$ cat src/rtl/foc_fixed_pkg.sv
// Shared fixed-point constants and sequencer state encoding for the FOC datapath.
// Q18 in 32-bit words is the default number format; K_SQRT3_2 is round(sqrt(3)/2 * 2^18).
package foc_fixed_pkg;

  localparam int FOC_N     = 32;
  localparam int FOC_Q     = 18;
  localparam int K_SQRT3_2 = 227023;

  typedef enum logic [2:0] {
    StIdle,
    StP0,
    StP1,
    StP2,
    StP3,
    StSum,
    StClk,
    StDone
  } pcs_state_e;

endpackage

$ cat src/rtl/qmult.sv
// Signed Q-format multiplier: full-width product, arithmetic shift right by Q,
// truncated to N bits. o_ovf flags a shifted product that does not fit in N signed bits.
module qmult #(
  parameter int Q = 18,
  parameter int N = 32
) (
  input  logic signed [N-1:0] i_a,
  input  logic signed [N-1:0] i_b,
  output logic signed [N-1:0] o_result,
  output logic                o_ovf
);

  logic signed [2*N-1:0] w_full;
  logic signed [2*N-1:0] w_shift;

  // Full-precision product, rescaled back to Q fractional bits.
  always_comb begin
    w_full   = (2*N)'(i_a) * (2*N)'(i_b);
    w_shift  = w_full >>> Q;
    o_result = w_shift[N-1:0];
    // Every bit above the result sign must match it, otherwise the value was cut.
    o_ovf    = (w_shift[2*N-1:N-1] != {(N+1){w_shift[N-1]}});
  end

endmodule

$ cat src/rtl/park_clark_sequencer.sv
// Inverse Park followed by inverse Clarke, time-multiplexed over one qmult.
// One transaction: P0..P3 form the four Park products, SUM forms ialpha/ibeta,
// CLK multiplies K*ibeta and forms ia/ib/ic, DONE settles one cycle then presents.
// Optional build macro PARK_CLARK_SAT_EN: saturate sum/difference results on overflow
// (default: two's-complement wrap). ovf is reported identically in both builds.
module park_clark_sequencer
  import foc_fixed_pkg::*;
#(
  parameter int N = FOC_N,
  parameter int Q = FOC_Q
) (
  input  logic                clk,
  input  logic                rst,
  input  logic signed [N-1:0] id,
  input  logic signed [N-1:0] iq,
  input  logic signed [N-1:0] ctheta,
  input  logic signed [N-1:0] stheta,
  input  logic                in_valid,
  output logic                in_ready,
  output logic signed [N-1:0] ialpha,
  output logic signed [N-1:0] ibeta,
  output logic signed [N-1:0] ia,
  output logic signed [N-1:0] ib,
  output logic signed [N-1:0] ic,
  output logic                out_valid,
  input  logic                out_ready,
  output logic                ovf
);

  // Two guard bits cover every sum/difference formed here, including -K*ibeta - ialpha/2.
  localparam int W = N + 2;

  pcs_state_e r_state;

  logic                r_in_ready;
  logic                r_out_valid;
  logic                r_ovf;
  logic signed [N-1:0] r_id;
  logic signed [N-1:0] r_iq;
  logic signed [N-1:0] r_ct;
  logic signed [N-1:0] r_st;
  logic signed [N-1:0] r_p0;
  logic signed [N-1:0] r_p1;
  logic signed [N-1:0] r_p2;
  logic signed [N-1:0] r_p3;
  logic signed [N-1:0] r_ialpha;
  logic signed [N-1:0] r_ibeta;
  logic signed [N-1:0] r_ia;
  logic signed [N-1:0] r_ib;
  logic signed [N-1:0] r_ic;

  logic signed [N-1:0] w_mul_a;
  logic signed [N-1:0] w_mul_b;
  logic signed [N-1:0] w_prod;
  logic                w_mul_ovf;

  logic signed [W-1:0] w_alpha_wide;
  logic signed [W-1:0] w_beta_wide;
  logic signed [W-1:0] w_ib_wide;
  logic signed [W-1:0] w_ic_wide;
  logic signed [N-1:0] w_half;
  logic signed [N-1:0] w_alpha;
  logic signed [N-1:0] w_beta;
  logic signed [N-1:0] w_ib;
  logic signed [N-1:0] w_ic;
  logic                w_alpha_ovf;
  logic                w_beta_ovf;
  logic                w_ib_ovf;
  logic                w_ic_ovf;

  // Reduce a guarded result to N bits: {overflow, value}, wrapped or saturated.
  function automatic logic [N:0] fit_n(input logic signed [W-1:0] x);
    logic          f_ovf;
    logic [N-1:0]  f_val;
    f_ovf = (x[W-1:N-1] != {3{x[N-1]}});
`ifdef PARK_CLARK_SAT_EN
    if (f_ovf) begin
      f_val = x[W-1] ? {1'b1, {(N-1){1'b0}}} : {1'b0, {(N-1){1'b1}}};
    end else begin
      f_val = x[N-1:0];
    end
`else
    f_val = x[N-1:0];
`endif
    return {f_ovf, f_val};
  endfunction

  // Steer the shared multiplier operands from the current state.
  always_comb begin
    w_mul_a = '0;
    w_mul_b = '0;
    unique case (r_state)
      StP0:    begin w_mul_a = r_ct; w_mul_b = r_id;    end
      StP1:    begin w_mul_a = r_st; w_mul_b = r_iq;    end
      StP2:    begin w_mul_a = r_st; w_mul_b = r_id;    end
      StP3:    begin w_mul_a = r_ct; w_mul_b = r_iq;    end
      StClk:   begin w_mul_a = N'(K_SQRT3_2); w_mul_b = r_ibeta; end
      default: begin w_mul_a = '0; w_mul_b = '0;       end
    endcase
  end

  qmult #(
    .Q (Q),
    .N (N)
  ) u_qmult (
    .i_a      (w_mul_a),
    .i_b      (w_mul_b),
    .o_result (w_prod),
    .o_ovf    (w_mul_ovf)
  );

  // Sum/difference network; ialpha/2 is a shift, never a multiplier pass.
  always_comb begin
    w_alpha_wide = W'(r_p0) - W'(r_p1);
    w_beta_wide  = W'(r_p2) + W'(r_p3);
    w_half       = r_ialpha >>> 1;
    w_ib_wide    = W'(w_prod) - W'(w_half);
    w_ic_wide    = -W'(w_prod) - W'(w_half);
    {w_alpha_ovf, w_alpha} = fit_n(w_alpha_wide);
    {w_beta_ovf, w_beta}   = fit_n(w_beta_wide);
    {w_ib_ovf, w_ib}       = fit_n(w_ib_wide);
    {w_ic_ovf, w_ic}       = fit_n(w_ic_wide);
  end

  // Sequencer FSM with all datapath and output registers.
  always_ff @(posedge clk) begin
    if (rst) begin
      r_state     <= StIdle;
      r_in_ready  <= 1'b0;
      r_out_valid <= 1'b0;
      r_ovf       <= 1'b0;
      r_ialpha    <= '0;
      r_ibeta     <= '0;
      r_ia        <= '0;
      r_ib        <= '0;
      r_ic        <= '0;
    end else begin
      unique case (r_state)
        StIdle: begin
          r_in_ready <= 1'b1;
          if (in_valid && r_in_ready) begin
            r_id       <= id;
            r_iq       <= iq;
            r_ct       <= ctheta;
            r_st       <= stheta;
            r_ovf      <= 1'b0;
            r_in_ready <= 1'b0;
            r_state    <= StP0;
          end
        end
        StP0: begin
          r_p0    <= w_prod;
          r_ovf   <= r_ovf | w_mul_ovf;
          r_state <= StP1;
        end
        StP1: begin
          r_p1    <= w_prod;
          r_ovf   <= r_ovf | w_mul_ovf;
          r_state <= StP2;
        end
        StP2: begin
          r_p2    <= w_prod;
          r_ovf   <= r_ovf | w_mul_ovf;
          r_state <= StP3;
        end
        StP3: begin
          r_p3    <= w_prod;
          r_ovf   <= r_ovf | w_mul_ovf;
          r_state <= StSum;
        end
        StSum: begin
          r_ialpha <= w_alpha;
          r_ibeta  <= w_beta;
          r_ovf    <= r_ovf | w_alpha_ovf | w_beta_ovf;
          r_state  <= StClk;
        end
        StClk: begin
          r_ia    <= r_ialpha;
          r_ib    <= w_ib;
          r_ic    <= w_ic;
          r_ovf   <= r_ovf | w_mul_ovf | w_ib_ovf | w_ic_ovf;
          r_state <= StDone;
        end
        StDone: begin
          // First DONE cycle lets the results settle; out_valid follows it.
          if (!r_out_valid) begin
            r_out_valid <= 1'b1;
          end else if (out_ready) begin
            r_out_valid <= 1'b0;
            r_in_ready  <= 1'b1;
            r_state     <= StIdle;
          end
        end
        default: r_state <= StIdle;
      endcase
    end
  end

  assign in_ready  = r_in_ready;
  assign out_valid = r_out_valid;
  assign ovf       = r_ovf;
  assign ialpha    = r_ialpha;
  assign ibeta     = r_ibeta;
  assign ia        = r_ia;
  assign ib        = r_ib;
  assign ic        = r_ic;

endmodule

$ cat config.mk
export PLATFORM = sky130hd
export DESIGN_NAME = park_clark_sequencer
export DESIGN_NICKNAME = d
export VERILOG_FILES = /design/src/rtl/foc_fixed_pkg.sv /design/src/rtl/qmult.sv /design/src/rtl/park_clark_sequencer.sv
export SDC_FILE = /design/constraint.sdc
export NUM_CORES = 2
export LEC_CHECK = 0
export ABC_AREA = 1
export BUFFER_PORTS_ARGS = -buffer_cell sky130_fd_sc_hd__buf_2
export CORE_AREA = 5 5 452 454
export CTS_CLUSTER_DIAMETER = 200
export CTS_CLUSTER_SIZE = 8
export DETAILED_ROUTE_END_ITERATION = 10
export DIE_AREA = 0 0 457 459
export GPL_TIMING_DRIVEN = 0
export RECOVER_POWER = 100
export SYNTH_ARGS = -nofsm -noshare
export SYNTH_HDL_FRONTEND = slang
export SYNTH_SLANG_ARGS = --single-unit
$ cat constraint.sdc
create_clock -name clk -period 16.7 [get_ports clk]
set_input_delay 4.175 -clock clk [delete_from_list [all_inputs] [get_ports clk]]
set_output_delay 4.175 -clock clk [all_outputs]
set_load 0.01 [all_outputs]
==> results.md <==
* Outcome: complete, but fails checks
* Failing checks: max-capacitance violations, max-slew violations
* Yosys reg bits at 421
* Library cells used by synthesis at 49
* Ratio of cells with drive above 1 in the final layout at just under 3%
* Slowest Stage Delay on Critical Path at 1.34 ns
* Die Y at 459 µm
* EDFF count, synth at around 260
* Maximum root-to-sink buffer count at 3
* Total CTS buffers at roughly 60
* Post-CTS resize count at 0
* Tcrit/Tclk final at between 90% and 100%
* CTS tree: yes
* CP most frequent cell: nand2_1
* Hold buffer count at CTS at 0
* Final hold viol count at 0
* Vias in the first global route at 51.2k
* Clk_lat worst skew at 0.72 ns
* I/O pin total at just under 300
* Final wirelength at approximately 230,000 µm
* Post-route ant nets at 0
* CTS sink count at between 400 and 500
* GRT overflow at 0
* Initial DRC Count at ~4.2k
* Synth Area per Inst at 8.36 µm²
* Crit path launch type: flip-flop
* First-pass GRT wire length at 339,000 µm
* Final hold slack at approximately 0.49 ns
* Core area at between 150,000 and 200,000 µm²
* Non-Filler Cell Area, Final at roughly 66,000 µm²
* Filler instances at between 20k and 25k
* Setup crit start: r_state[2]
* Post-synth top area cell: fa_1
* Num rows at 164
* Core Util, Final at between 30% and 40%
* Top post-synthesis cells by area: fa_1 36%, inv_1 13%, edfxtp_1 13%
* Post-Syn Area at 59,700 µm²
* Actual slew at the worst max-slew pin at roughly 1.8 ns
* Worst path bufs/invs at 13
* CP Class: flip-flop to flip-flop
* Crit path max-delay family: adder cells
* Largest net degree at the start of global routing at 31
* Final TNS setup at 0 ns
* Initial antenna violation count at 25
* HP Class: flip-flop to flip-flop
* Setup bufs post-CTS at 0
* Port Buffers at ~290
* RSZ-0062 raised after global routing: no
* Clk slew on worst S/H paths at about 0.06 ns
* Minimum clock period after layout at 15.16 ns
* Worst EP arrival at ~16 ns
* Sequential area share after synthesis at a little under a fifth
* WL per Instance at 22.7 µm
* Worst hold start: ib[1]
* Post-DR vias/cell at about 4.8
* Max Transition Viols Final at roughly 100
* Synth Instances at roughly 7.1k
* F_max at approximately 66 MHz
* Detailed Routing Iterations Pass 1 at 6
* Synth Flop Type: edfxtp_1
* Top-count cell post-synth: inv_1
* Post-layout nets at between 9k and 10k
* Reg-to-reg critical path startpoint: r_state[2]
* RD Place Congestion at 0.987
* Max-cap violations at 4
* Post-synth top cells: 2,117 x inv_1, 1,505 x nand2_1, 1,085 x fa_1
* Via count at around 49k
* CP Max Fanout at 10
* CP Capture Type: flip-flop
* Layout Skew at 0.0699 ns
* DIE WIDTH at around 460 µm
* DRC viols at 0
* Slew HR at -23.0%
* Synth top area share at a little over a third
* Die area at 210,000 µm²
* Worst Path Required at roughly 17 ns
* Gr usage total at roughly 22%
* Post-Place Cell Area at around 65,000 µm²
* Synth Warn # at 0
* Initial Util at about 30%
* Post-synth ARST share at 0%
* Final setup viols at 0
* Post-DP HPWL at around 200,000 µm
* Net Count, Synth at slightly below 9k
* H-tree depth at 2
* Slowest-stage cell, CP: clkbuf_1
* P&R area growth vs syn at 10.7%
* Sequential cell area at around 11,000 µm²
* Area of the multi-input gates at 39,700 µm²
* Clock root cell: clkbuf_16
==> path summary, 6_finish.rpt <==
path	to	slack [ns]	cells past startpoint
worst min register to register	ib[1]	0.49	2
worst max-delay path	ib[26]	1.54	51
worst max register to register	ib[26]	1.54	51
worst min-delay path	ib[1]	0.49	2
==> worst register-to-register path: cells and delay by family (launching register included) <==
kind / cells / cell delay, ns
fa+ha+maj: 10 / 4.97
buf+inv: 13 / 4.07
compound gates: 7 / 2.65
simple gates: 20 / 2.39
xor+xnor: 1 / 0.67
flops: 1 / 0.33
==> layout make-up <==
| class | count | share of cell area [%] |
|---|---|---|
| multi-input cells | 4326 | 60.1 |
| flip-flops and latches | 421 | 16.6 |
| inverters | 2124 | 12.1 |
| well taps | 2656 | 5.03 |
| clock buffers | 91 | 2.42 |
| repair buffers | 318 | 2.06 |
| plain buffers | 268 | 1.55 |
| clock inverters | 6 | 0.146 |
| diodes | 4 | 0.0152 |
==> logic make-up (layout without fill, tap and decap cells) <==
group / count (synthesis) / after routing / share of synthesized area [%]
AO/OA/AOI/OAI: 854 / 854 / 8.25
XOR/XNOR: 148 / 148 / 2.20
adder cells (fa/ha/maj): 1425 / 1425 / 43.5
buffers and inverters: 2392 / 2807 / 15.1
flip-flops: 421 / 421 / 18.4
other: 0 / 4 / 0
AND/OR/NAND/NOR: 1899 / 1899 / 12.5
==> sequential cells by signal, indices dropped and copies added (netlist names), 3 cells and up <==
signal	count
r_p3	32
r_p1	32
r_id	32
r_p0	32
r_p2	32
r_state	3
ib	32
r_ct	32
ia	32
ic	31
r_iq	32
ibeta	32
ialpha	32
r_st	32
==> per-layer routing <==
metal / share of wire, % / vias to the layer above / track usage, %
met5: 0.041 / - / 0
met4: 5.6 / 14 / 9.90
met3: 9.2 / 460 / 5.23
met2: 45 / 2157 / 35.1
met1: 40 / 24400 / 28.1
li1: - / 21700 / -
==> placed cells by master, fill, tap and decap left out, types with 5 or more instances in the layout <==
cell | synthesis | layout
o211ai_1 | 32 | 33
a21boi_0 | 9 | 15
clkbuf_16 | 0 | 59
nor4_1 | 14 | 14
xnor2_1 | 49 | 49
o221ai_1 | 32 | 32
a221oi_1 | 16 | 15
a31oi_1 | 35 | 35
nand4_1 | 14 | 14
nand2_1 | 1505 | 1512
a21oi_1 | 352 | 352
o21bai_1 | 43 | 43
nand3b_1 | 5 | 5
edfxtp_1 | 256 | 256
buf_1 | 8 | 6
ha_1 | 340 | 340
o21ai_1 | 17 | 11
o31ai_1 | 5 | 5
nand3_1 | 94 | 96
fa_1 | 1085 | 1085
buf_2 | 0 | 114
dfxtp_1 | 165 | 165
nand2_2 | 15 | 8
inv_1 | 2117 | 2120
buf_4 | 4 | 6
a22oi_1 | 21 | 21
nor2_1 | 214 | 213
o21ai_0 | 246 | 253
a21boi_1 | 11 | 5
xor2_1 | 98 | 98
clkbuf_1 | 256 | 490
nor3_1 | 19 | 19
nor2_2 | 4 | 5
o21a_1 | 15 | 15
==> metrics by stage <==
| step | instances | setup WS [ns] |
|---|---|---|
| floorplan | 7139 | 2.87 |
| global placement | 10100 | -3.66 |
| detailed placement | 10100 | 2.81 |
| CTS | 10200 | 2.73 |
| global route | 10200 | 0.978 |
| finish | 10200 | 1.54 |
Power is left out: the tool's default activity adds up to more than one toggle a clock period on the data nets, which glitch-free logic cannot reach.
